## src/rtl/imm_gen_pipe.sv

```systemverilog
`timescale 1ns/1ps
`default_nettype none
// ============================================================================
// Module   : imm_gen_pipe
// Purpose  : Pipelined sign-extending immediate generator with valid/ready
//            handshake, flush and saturating illegal-format counter.
//            Define IMMGEN_CSR_EN to decode immsrc 101 as CSR zimm.
// Revision : 1.0
// ============================================================================
module imm_gen_pipe #(
  parameter int DATA_WIDTH   = 32,
  parameter int PIPE_DEPTH   = 1,
  parameter int TAG_WIDTH    = 32,
  parameter int ERRCNT_WIDTH = 8
) (
  input  logic                    clk,
  input  logic                    rst_n,
  input  logic                    flush,
  input  logic                    in_valid,
  output logic                    in_ready,
  input  logic [31:7]             instr,
  input  logic [2:0]              immsrc,
  input  logic [TAG_WIDTH-1:0]    in_tag,
  output logic                    out_valid,
  input  logic                    out_ready,
  output logic [DATA_WIDTH-1:0]   immext,
  output logic [TAG_WIDTH-1:0]    out_tag,
  output logic                    out_illegal,
  output logic [ERRCNT_WIDTH-1:0] err_count
);

  localparam logic [2:0] c_fmt_i   = 3'b000;
  localparam logic [2:0] c_fmt_s   = 3'b001;
  localparam logic [2:0] c_fmt_b   = 3'b010;
  localparam logic [2:0] c_fmt_j   = 3'b011;
  localparam logic [2:0] c_fmt_u   = 3'b100;
  localparam logic [2:0] c_fmt_csr = 3'b101;

  logic [31:0]           w_imm32;
  logic                  w_sign;
  logic                  w_illegal;
  logic [DATA_WIDTH-1:0] w_dec_imm;

  // Decode to a 32-bit value plus the bit used to extend it, so the upper
  // half at 64 bits follows the format (sign for most, zero for zimm).
  always_comb begin
    w_imm32   = '0;
    w_sign    = 1'b0;
    w_illegal = 1'b0;
    case (immsrc)
      c_fmt_i: begin
        w_imm32 = {{20{instr[31]}}, instr[31:20]};
        w_sign  = instr[31];
      end
      c_fmt_s: begin
        w_imm32 = {{20{instr[31]}}, instr[31:25], instr[11:7]};
        w_sign  = instr[31];
      end
      c_fmt_b: begin
        w_imm32 = {{20{instr[31]}}, instr[7], instr[30:25], instr[11:8], 1'b0};
        w_sign  = instr[31];
      end
      c_fmt_j: begin
        w_imm32 = {{12{instr[31]}}, instr[19:12], instr[20], instr[30:21], 1'b0};
        w_sign  = instr[31];
      end
      c_fmt_u: begin
        w_imm32 = {instr[31:12], 12'b0};
        w_sign  = instr[31];
      end
      c_fmt_csr: begin
`ifdef IMMGEN_CSR_EN
        w_imm32 = {27'b0, instr[19:15]};
`else
        w_illegal = 1'b1;
`endif
      end
      default: w_illegal = 1'b1;
    endcase
  end

  if (DATA_WIDTH > 32) begin : g_ext
    assign w_dec_imm = {{(DATA_WIDTH-32){w_sign}}, w_imm32};
  end else begin : g_noext
    assign w_dec_imm = w_imm32[DATA_WIDTH-1:0];
  end

  logic [PIPE_DEPTH-1:0] r_valid;
  logic [PIPE_DEPTH-1:0] r_ill;
  logic [DATA_WIDTH-1:0] r_imm [PIPE_DEPTH];
  logic [TAG_WIDTH-1:0]  r_tag [PIPE_DEPTH];

  logic [PIPE_DEPTH-1:0] w_ready;
  logic [PIPE_DEPTH-1:0] w_src_valid;
  logic [PIPE_DEPTH-1:0] w_src_ill;
  logic [DATA_WIDTH-1:0] w_src_imm [PIPE_DEPTH];
  logic [TAG_WIDTH-1:0]  w_src_tag [PIPE_DEPTH];

  // Flattened ready chain: a stage can take data unless it and every stage
  // downstream of it are full while the consumer stalls.
  for (genvar k = 0; k < PIPE_DEPTH; k++) begin : g_ready
    assign w_ready[k] = out_ready | ~(&r_valid[PIPE_DEPTH-1:k]);
  end

  always_comb begin
    w_src_valid[0] = in_valid;
    w_src_ill[0]   = w_illegal;
    w_src_imm[0]   = w_dec_imm;
    w_src_tag[0]   = in_tag;
    for (int k = 1; k < PIPE_DEPTH; k++) begin
      w_src_valid[k] = r_valid[k-1];
      w_src_ill[k]   = r_ill[k-1];
      w_src_imm[k]   = r_imm[k-1];
      w_src_tag[k]   = r_tag[k-1];
    end
  end

  always_ff @(posedge clk) begin
    if (!rst_n) begin
      r_valid <= '0;
      r_ill   <= '0;
      for (int k = 0; k < PIPE_DEPTH; k++) begin
        r_imm[k] <= '0;
        r_tag[k] <= '0;
      end
    end else begin
      for (int k = 0; k < PIPE_DEPTH; k++) begin
        if (flush) begin
          r_valid[k] <= 1'b0;
        end else if (w_ready[k]) begin
          r_valid[k] <= w_src_valid[k];
        end
        // Payload only moves with a valid entry, keeping bubbles quiet.
        if (!flush && w_ready[k] && w_src_valid[k]) begin
          r_ill[k] <= w_src_ill[k];
          r_imm[k] <= w_src_ill[k] ? '0 : w_src_imm[k];
          r_tag[k] <= w_src_tag[k];
        end
      end
    end
  end

  logic                    w_accept;
  logic [ERRCNT_WIDTH-1:0] r_err;

  assign w_accept = in_valid & w_ready[0] & ~flush;

  always_ff @(posedge clk) begin
    if (!rst_n) begin
      r_err <= '0;
    end else if (w_accept && w_illegal && !(&r_err)) begin
      r_err <= r_err + ERRCNT_WIDTH'(1);
    end
  end

  assign in_ready    = w_ready[0];
  assign out_valid   = r_valid[PIPE_DEPTH-1];
  assign out_illegal = r_ill[PIPE_DEPTH-1];
  assign immext      = r_imm[PIPE_DEPTH-1];
  assign out_tag     = r_tag[PIPE_DEPTH-1];
  assign err_count   = r_err;

endmodule
`default_nettype wire

```

## config.mk

```make
export PLATFORM = sky130hd
export DESIGN_NAME = imm_gen_pipe
export DESIGN_NICKNAME = d
export VERILOG_FILES = /design/src/rtl/imm_gen_pipe.sv
export SDC_FILE = /design/constraint.sdc
export NUM_CORES = 1
export LEC_CHECK = 0
export BUFFER_PORTS_ARGS = -buffer_cell sky130_fd_sc_hd__buf_2
export CAP_MARGIN = 10
export CORE_ASPECT_RATIO = 0.75
export CORE_UTILIZATION = 50
export DETAILED_ROUTE_END_ITERATION = 7
export HOLD_SLACK_MARGIN = 0.1
export PLACE_DENSITY_LB_ADDON = 0.08
export SYNTH_ARGS = -nofsm -noshare
export SYNTH_HDL_FRONTEND = slang
export SYNTH_SLANG_ARGS = --single-unit
```

## constraint.sdc

```tcl
create_clock -name clk -period 16 [get_ports clk]
set_clock_uncertainty 0.2 [all_clocks]
set_input_delay 4.8 -clock clk [delete_from_list [all_inputs] [get_ports clk]]
set_output_delay 4.8 -clock clk [all_outputs]
set_load 0.005 [all_outputs]
```

# --- Yosys cells after proc, flatten, opt, wreduce, memory -nomap -nowiden ---
# Memory sizes are Yosys's and may differ from the RTL's.
# Cells that the tools add are included.
totals:
  regBits: 10
  ramBits: 64
  inputBits: 65
  out_inout_bits: 75
  word_cells: 39
  mem_count: 2
memory_table:
  columns: ["name", "depth", "word_bits", "read_ports", "rd_ports_with_merged_regs", "wr", "line", "source"]
  rows:
  - ["r_imm", 1, 32, 1, 0, 1, "90", "logic [DATA_WIDTH-1:0] r_imm [PIPE_DEPTH];"]
  - ["r_tag", 1, 32, 1, 0, 1, "91", "logic [TAG_WIDTH-1:0] r_tag [PIPE_DEPTH];"]
classes:
  n_addsub: 1
  n_eq_ne: 4
  mux: 11
  bitwise_logic: 6
  reduce_logical: 12
ops:
  columns: ["cell", "n"]
  rows:
  - ["$pmux 32 s5", 1]
  - ["$mux 32", 3]
  - ["$reduce_or 32->1", 2]
  - ["$add 8x1->8 const B", 1]
  - ["$reduce_and 8->1", 1]
  - ["$mux 1", 7]
  - ["$eq 3x2->1 const B", 2]
  - ["$reduce_or 5->1", 1]
  - ["$logic_and 1x1->1", 4]
  - ["$eq 3x1->1 const B", 1]
  - ["$eq 3x3->1 const B", 1]
  - ["$logic_not 3->1", 1]
  - ["$not 1->1", 3]
  - ["$and 1x1->1", 2]
  - ["$logic_not 1->1", 2]
  - ["$reduce_or 2->1", 1]
  - ["$or 1x1->1", 1]

# --- Logic depth before layout (Yosys ltp) ---
logic_depth:
  depth_word: 9
  mapped_depth: 7
  depth_no_buf: 5

# --- Worst setup path after synthesis ---
# Ideal clock, no wire load.
synth_timing:
  path_kind: "input to register"
  start: "input port out_ready"
  end: "memory r_imm[0][0], enable pin"
  setup_ns: 0.574
  arrival_ns: 9.515
  required_time_ns: 15.226
  slack_ns: 5.711
  cell_stages: 4
  path_buffers: 0
  cell_sequence: "nor2b_1 -> inv_1 -> nand2_1 -> o21ai_0"
synth_via:
  elab_chain_cells: 8
synth_rtl:
  columns: ["element", "line", "source"]
  rows:
  - ["start: declaration", "25", "input logic out_ready,"]
  - ["$or 1x1->1 *", "102", "assign w_ready[k] = out_ready | ~(&r_valid[PIPE_DEPTH-1:k]);"]
  - ["net in_ready", "20", "output logic in_ready,"]
  - ["$logic_and 1x1->1 * (2 in a row)", "134", "if (!flush && w_ready[k] && w_src_valid[k]) begin"]
  - ["$mux 1 *", "134", null]
  - ["$mux 1 *", "119", "if (!rst_n) begin"]
  - ["$mux 1 *", "136", "r_imm[k] <= w_src_ill[k] ? '0 : w_src_imm[k];"]
  - ["$reduce_or 32->1 (no line)", null, null]
  - ["$mux 1 (no line) *", null, null]
  - ["end: declaration", "90", null]
# Mark *: on every way through the listed nets, which the timed path passes. The rest lies on a longest branch.

# --- Worst setup path after layout ---
layout_timing:
  start: "input port out_ready"
  end: "output port in_ready"
layout_via:
  elab_chain_cells: 1
layout_rtl:
  columns: ["element", "line"]
  rows:
  - ["$or 1x1->1", "102"]
  - ["end: declaration", "20"]
# Every way passes these cells.

==> results.txt <==
- The flow ran to the end, and the final reports show no timing, DRC or antenna violations.
* Crit path top cell by count: sky130_fd_sc_hd__buf_2
- The core region is 5920 um^2.
- Sequential cell area fraction in the yosys report: 67.9%
- Number of instances in the placed design: 457
* Synth Cell Area: 3120 um^2
* Highest fanout seen on the critical path: 4
* Count of cell types in the netlist: 31
* Global-route wire length before repair: 10.4 mm
* Die X-Extent: 93.3 um
- Counting along the longest clock path gives a buffer depth of 2.
- The number of buffers and inverters on the critical path is 3.
- Starting Density: 52.8%
- Warning count from the yosys run: 0
* Power density of the placed cells: 97.1 nW/um^2
- Antenna violations before repair: 0
- Number of port buffers: 139
- Derived from the worst setup path, the maximum achievable clock frequency is 0.0962 GHz.
- The number of setup buffers added after CTS is 0.
- The worst setup path is captured at a primary output.
- The congestion estimate from routability-driven global placement came to 0.748.
* TritonCTS clock tree: done
- Number of nets in the synthesized netlist: 318
- Peak ir drop on the vdd network: 0.0559 mV
- The floorplan step defined a die boundary enclosing 6570 um^2.
- Number of nets in the final layout: 456
* Slowest cell on the critical path: sky130_fd_sc_hd__nor2b_1
- Data arrival at the endpoint of the critical path: 5400 ps
- Post-route insts no fill: 473
- Critical path start-end classification: in2out
* Routed WL per cell: 14.0 um
- Detailed-placement wirelength estimate: 4.74 mm
- Final setup margin: 5600 ps
- Number of levels the H-tree was split into: 3
* CP startpoint kind: input port
- Clock-pin slew was measured on the worst setup and hold paths at 70 ps.
- The top cell types in the final layout, fill and taps aside, are sky130_fd_sc_hd__buf_2, sky130_fd_sc_hd__edfxtp_1, sky130_fd_sc_hd__and2_1, sky130_fd_sc_hd__a21oi_1, sky130_fd_sc_hd__nand2_1.
* Number of buffers added to fix hold violations after cts: 0
- Number of setup violations in the final report: 0
- Transition time of the tightest slew-check pin: 700 ps
* Flop-to-flop setup slack: 13640 ps
* Max-capacitance violation count: 0
* Die outline height: 70.5 um
* Crit-path max cell delay: 250 ps
- Hold violation count in the final report: 0
- The final max-slew violation count is 0.
* Worst slew margin relative to its limit: 53.3%
- CTS buffer count: 9
* Detailed-route DRC error count: 0
- Global-route congestion overflow total: 0
* Mean instance size in the synthesized netlist: 12.4 um^2
* Clk Latency, worst-skew pair: 340 ps
* Clock Root Buffer: sky130_fd_sc_hd__clkbuf_8
- Before antenna repair, the detailed router went through 4 iterations.
- For the worst setup path, the data required time is 11000 ps.
- RSZ-0062 raised after global routing: false
- Routed Wire Length: 6.61 mm
- Clk sink count: 74
- Post-route clock period utilization: 65.0%
- The post-route netlist has 40.3% of its cells at a drive strength greater than 1.
- At the placement stage, the worst setup path has a slack of 5600 ps.
- Area delta synth->final: 30.4%
- Total via count in the routed design: 2427
* Number of cells upsized or downsized after cts: 0
- Largest net degree at the start of global routing: 49
* Detail Route Antenna Nets: 0
- Synthesized flop and latch total: 74
* Commonest non-fill, non-tap cell in the layout: sky130_fd_sc_hd__buf_2
* Number of I/O pins: 140
- Final Core Density: 68.9%
* Number of global-route vias before repair: 2220
- The repair_antennas step left the layout with diodes totalling 0.
- Total routing usage reported by global routing: 21.0%
- In the routed layout, each cell is associated on average with a via count of 5.13.
- In this run the worst hold path is classified as reg2reg.
- Iteration-0 DRC Markers: 110
- Final critical delay including setup and external delays: 10400 ps
* Cell family with most CP delay: buffers and inverters
- LEAKAGE: 1.82 nW
- Standard-cell rows: 24
- After routing, the total negative slack on setup checks comes to 0 ps.
- Synthesis produced 252 cells.
* Ordered list of cells on the worst path: buf_2 > nor2b_1 > inv_1 > buf_2
[synthesized netlist by cell type]
library cell | number | area share (%)
sky130_fd_sc_hd__a211oi_1 | 1 | 0.24
sky130_fd_sc_hd__a21o_1 | 8 | 1.9
sky130_fd_sc_hd__a21oi_1 | 34 | 5.4
sky130_fd_sc_hd__and2_1 | 38 | 7.6
sky130_fd_sc_hd__and3_1 | 1 | 0.20
sky130_fd_sc_hd__buf_2 | 2 | 0.32
sky130_fd_sc_hd__buf_4 | 1 | 0.24
sky130_fd_sc_hd__clkbuf_1 | 11 | 1.3
sky130_fd_sc_hd__dfxtp_1 | 10 | 6.4
sky130_fd_sc_hd__edfxtp_1 | 64 | 62
sky130_fd_sc_hd__ha_1 | 1 | 0.40
sky130_fd_sc_hd__inv_1 | 4 | 0.48
sky130_fd_sc_hd__mux2i_1 | 7 | 2.2
sky130_fd_sc_hd__nand2_1 | 25 | 3.0
sky130_fd_sc_hd__nand2b_1 | 4 | 0.80
sky130_fd_sc_hd__nand3_1 | 4 | 0.64
sky130_fd_sc_hd__nand4_1 | 1 | 0.20
sky130_fd_sc_hd__nor2_1 | 9 | 1.1
sky130_fd_sc_hd__nor2b_1 | 3 | 0.60
sky130_fd_sc_hd__nor3_1 | 2 | 0.32
sky130_fd_sc_hd__nor4_1 | 1 | 0.20
sky130_fd_sc_hd__o21ai_0 | 4 | 0.64
sky130_fd_sc_hd__o21ai_1 | 1 | 0.16
sky130_fd_sc_hd__o311ai_0 | 2 | 0.56
sky130_fd_sc_hd__o31ai_1 | 2 | 0.48
sky130_fd_sc_hd__o41ai_1 | 3 | 0.84
sky130_fd_sc_hd__or2_2 | 1 | 0.20
sky130_fd_sc_hd__or3_1 | 2 | 0.40
sky130_fd_sc_hd__or3b_2 | 1 | 0.28
sky130_fd_sc_hd__or4_1 | 4 | 0.96
sky130_fd_sc_hd__xor2_1 | 1 | 0.28
[where the power goes]
| group | internal [W] | switching [W] |
|---|---|---|
| Sequential | 0.000220 | 0.00000233 |
| Combinational | 0.0000169 | 0.0000203 |
| Clock | 0.0000701 | 0.0000662 |
[area by class of cell]
cell class / instances / area [um^2]
clock buffer: 9 / 124
fill: 478 / 1840
sequential: 74 / 2120
clock inverter: 7 / 60.1
inverter: 4 / 15.0
multi-input combinational: 160 / 945
timing repair buffer: 141 / 711
tap: 78 / 97.6
[kinds of logic after synthesis]
| family | count (synthesis) | synth area share [%] |
|---|---|---|
| AO/OA/AOI/OAI | 55 | 10.3 |
| adder cells (fa/ha/maj) | 1 | 0.400 |
| XOR/XNOR | 1 | 0.280 |
| AND/OR/NAND/NOR | 96 | 16.5 |
| flip-flops | 74 | 67.9 |
| buffers and inverters | 18 | 2.36 |
| multiplexers | 7 | 2.24 |
[layer usage]
metal | GRT usage (%) | part of all wire (%) | up-vias
met3 | 9.59 | 11 | 6
met2 | 32.4 | 47 | 107
met4 | 7.52 | 1.3 | 0
li1 | - | - | 1192
met5 | 0 | 0 | -
met1 | 26.1 | 41 | 1122
[path summary, 6_finish.rpt]
path	from	to	depth (start not counted)
setup / recovery	out_ready	in_ready	4
hold / removal	out_illegal$_SDFFE_PN0P_	out_illegal$_SDFFE_PN0P_	2
setup reg to reg	out_valid$_SDFFE_PP0N_	r_imm[0][14]$_SDFFCE_PN0P_	5
hold reg to reg	out_illegal$_SDFFE_PN0P_	out_illegal$_SDFFE_PN0P_	2
[registers in the layout (all words and copies together) (netlist names)]
signal,cells
r_imm,32
err_count,8
r_tag,32
out_illegal,1
out_valid,1
[worst reg2reg max path, stage by stage (launching register included)]
cell                      delay (ps)
sky130_fd_sc_hd__dfxtp_1         320
sky130_fd_sc_hd__nor2b_1         170
sky130_fd_sc_hd__inv_1            90
sky130_fd_sc_hd__nand2_1         110
sky130_fd_sc_hd__o21ai_4         470
sky130_fd_sc_hd__buf_4           610
[per-stage QoR]
step	hold slack [ps]	total power [W]	area [um^2]
after floorplan	270	0.000244	3120
after global placement	264	0.000263	3890
after detailed placement	268	0.000264	3890
after CTS	279	0.000400	4070
after global routing	316	0.000415	4070
final	280	0.000395	4070
Power figures use the tool's default switching activity.
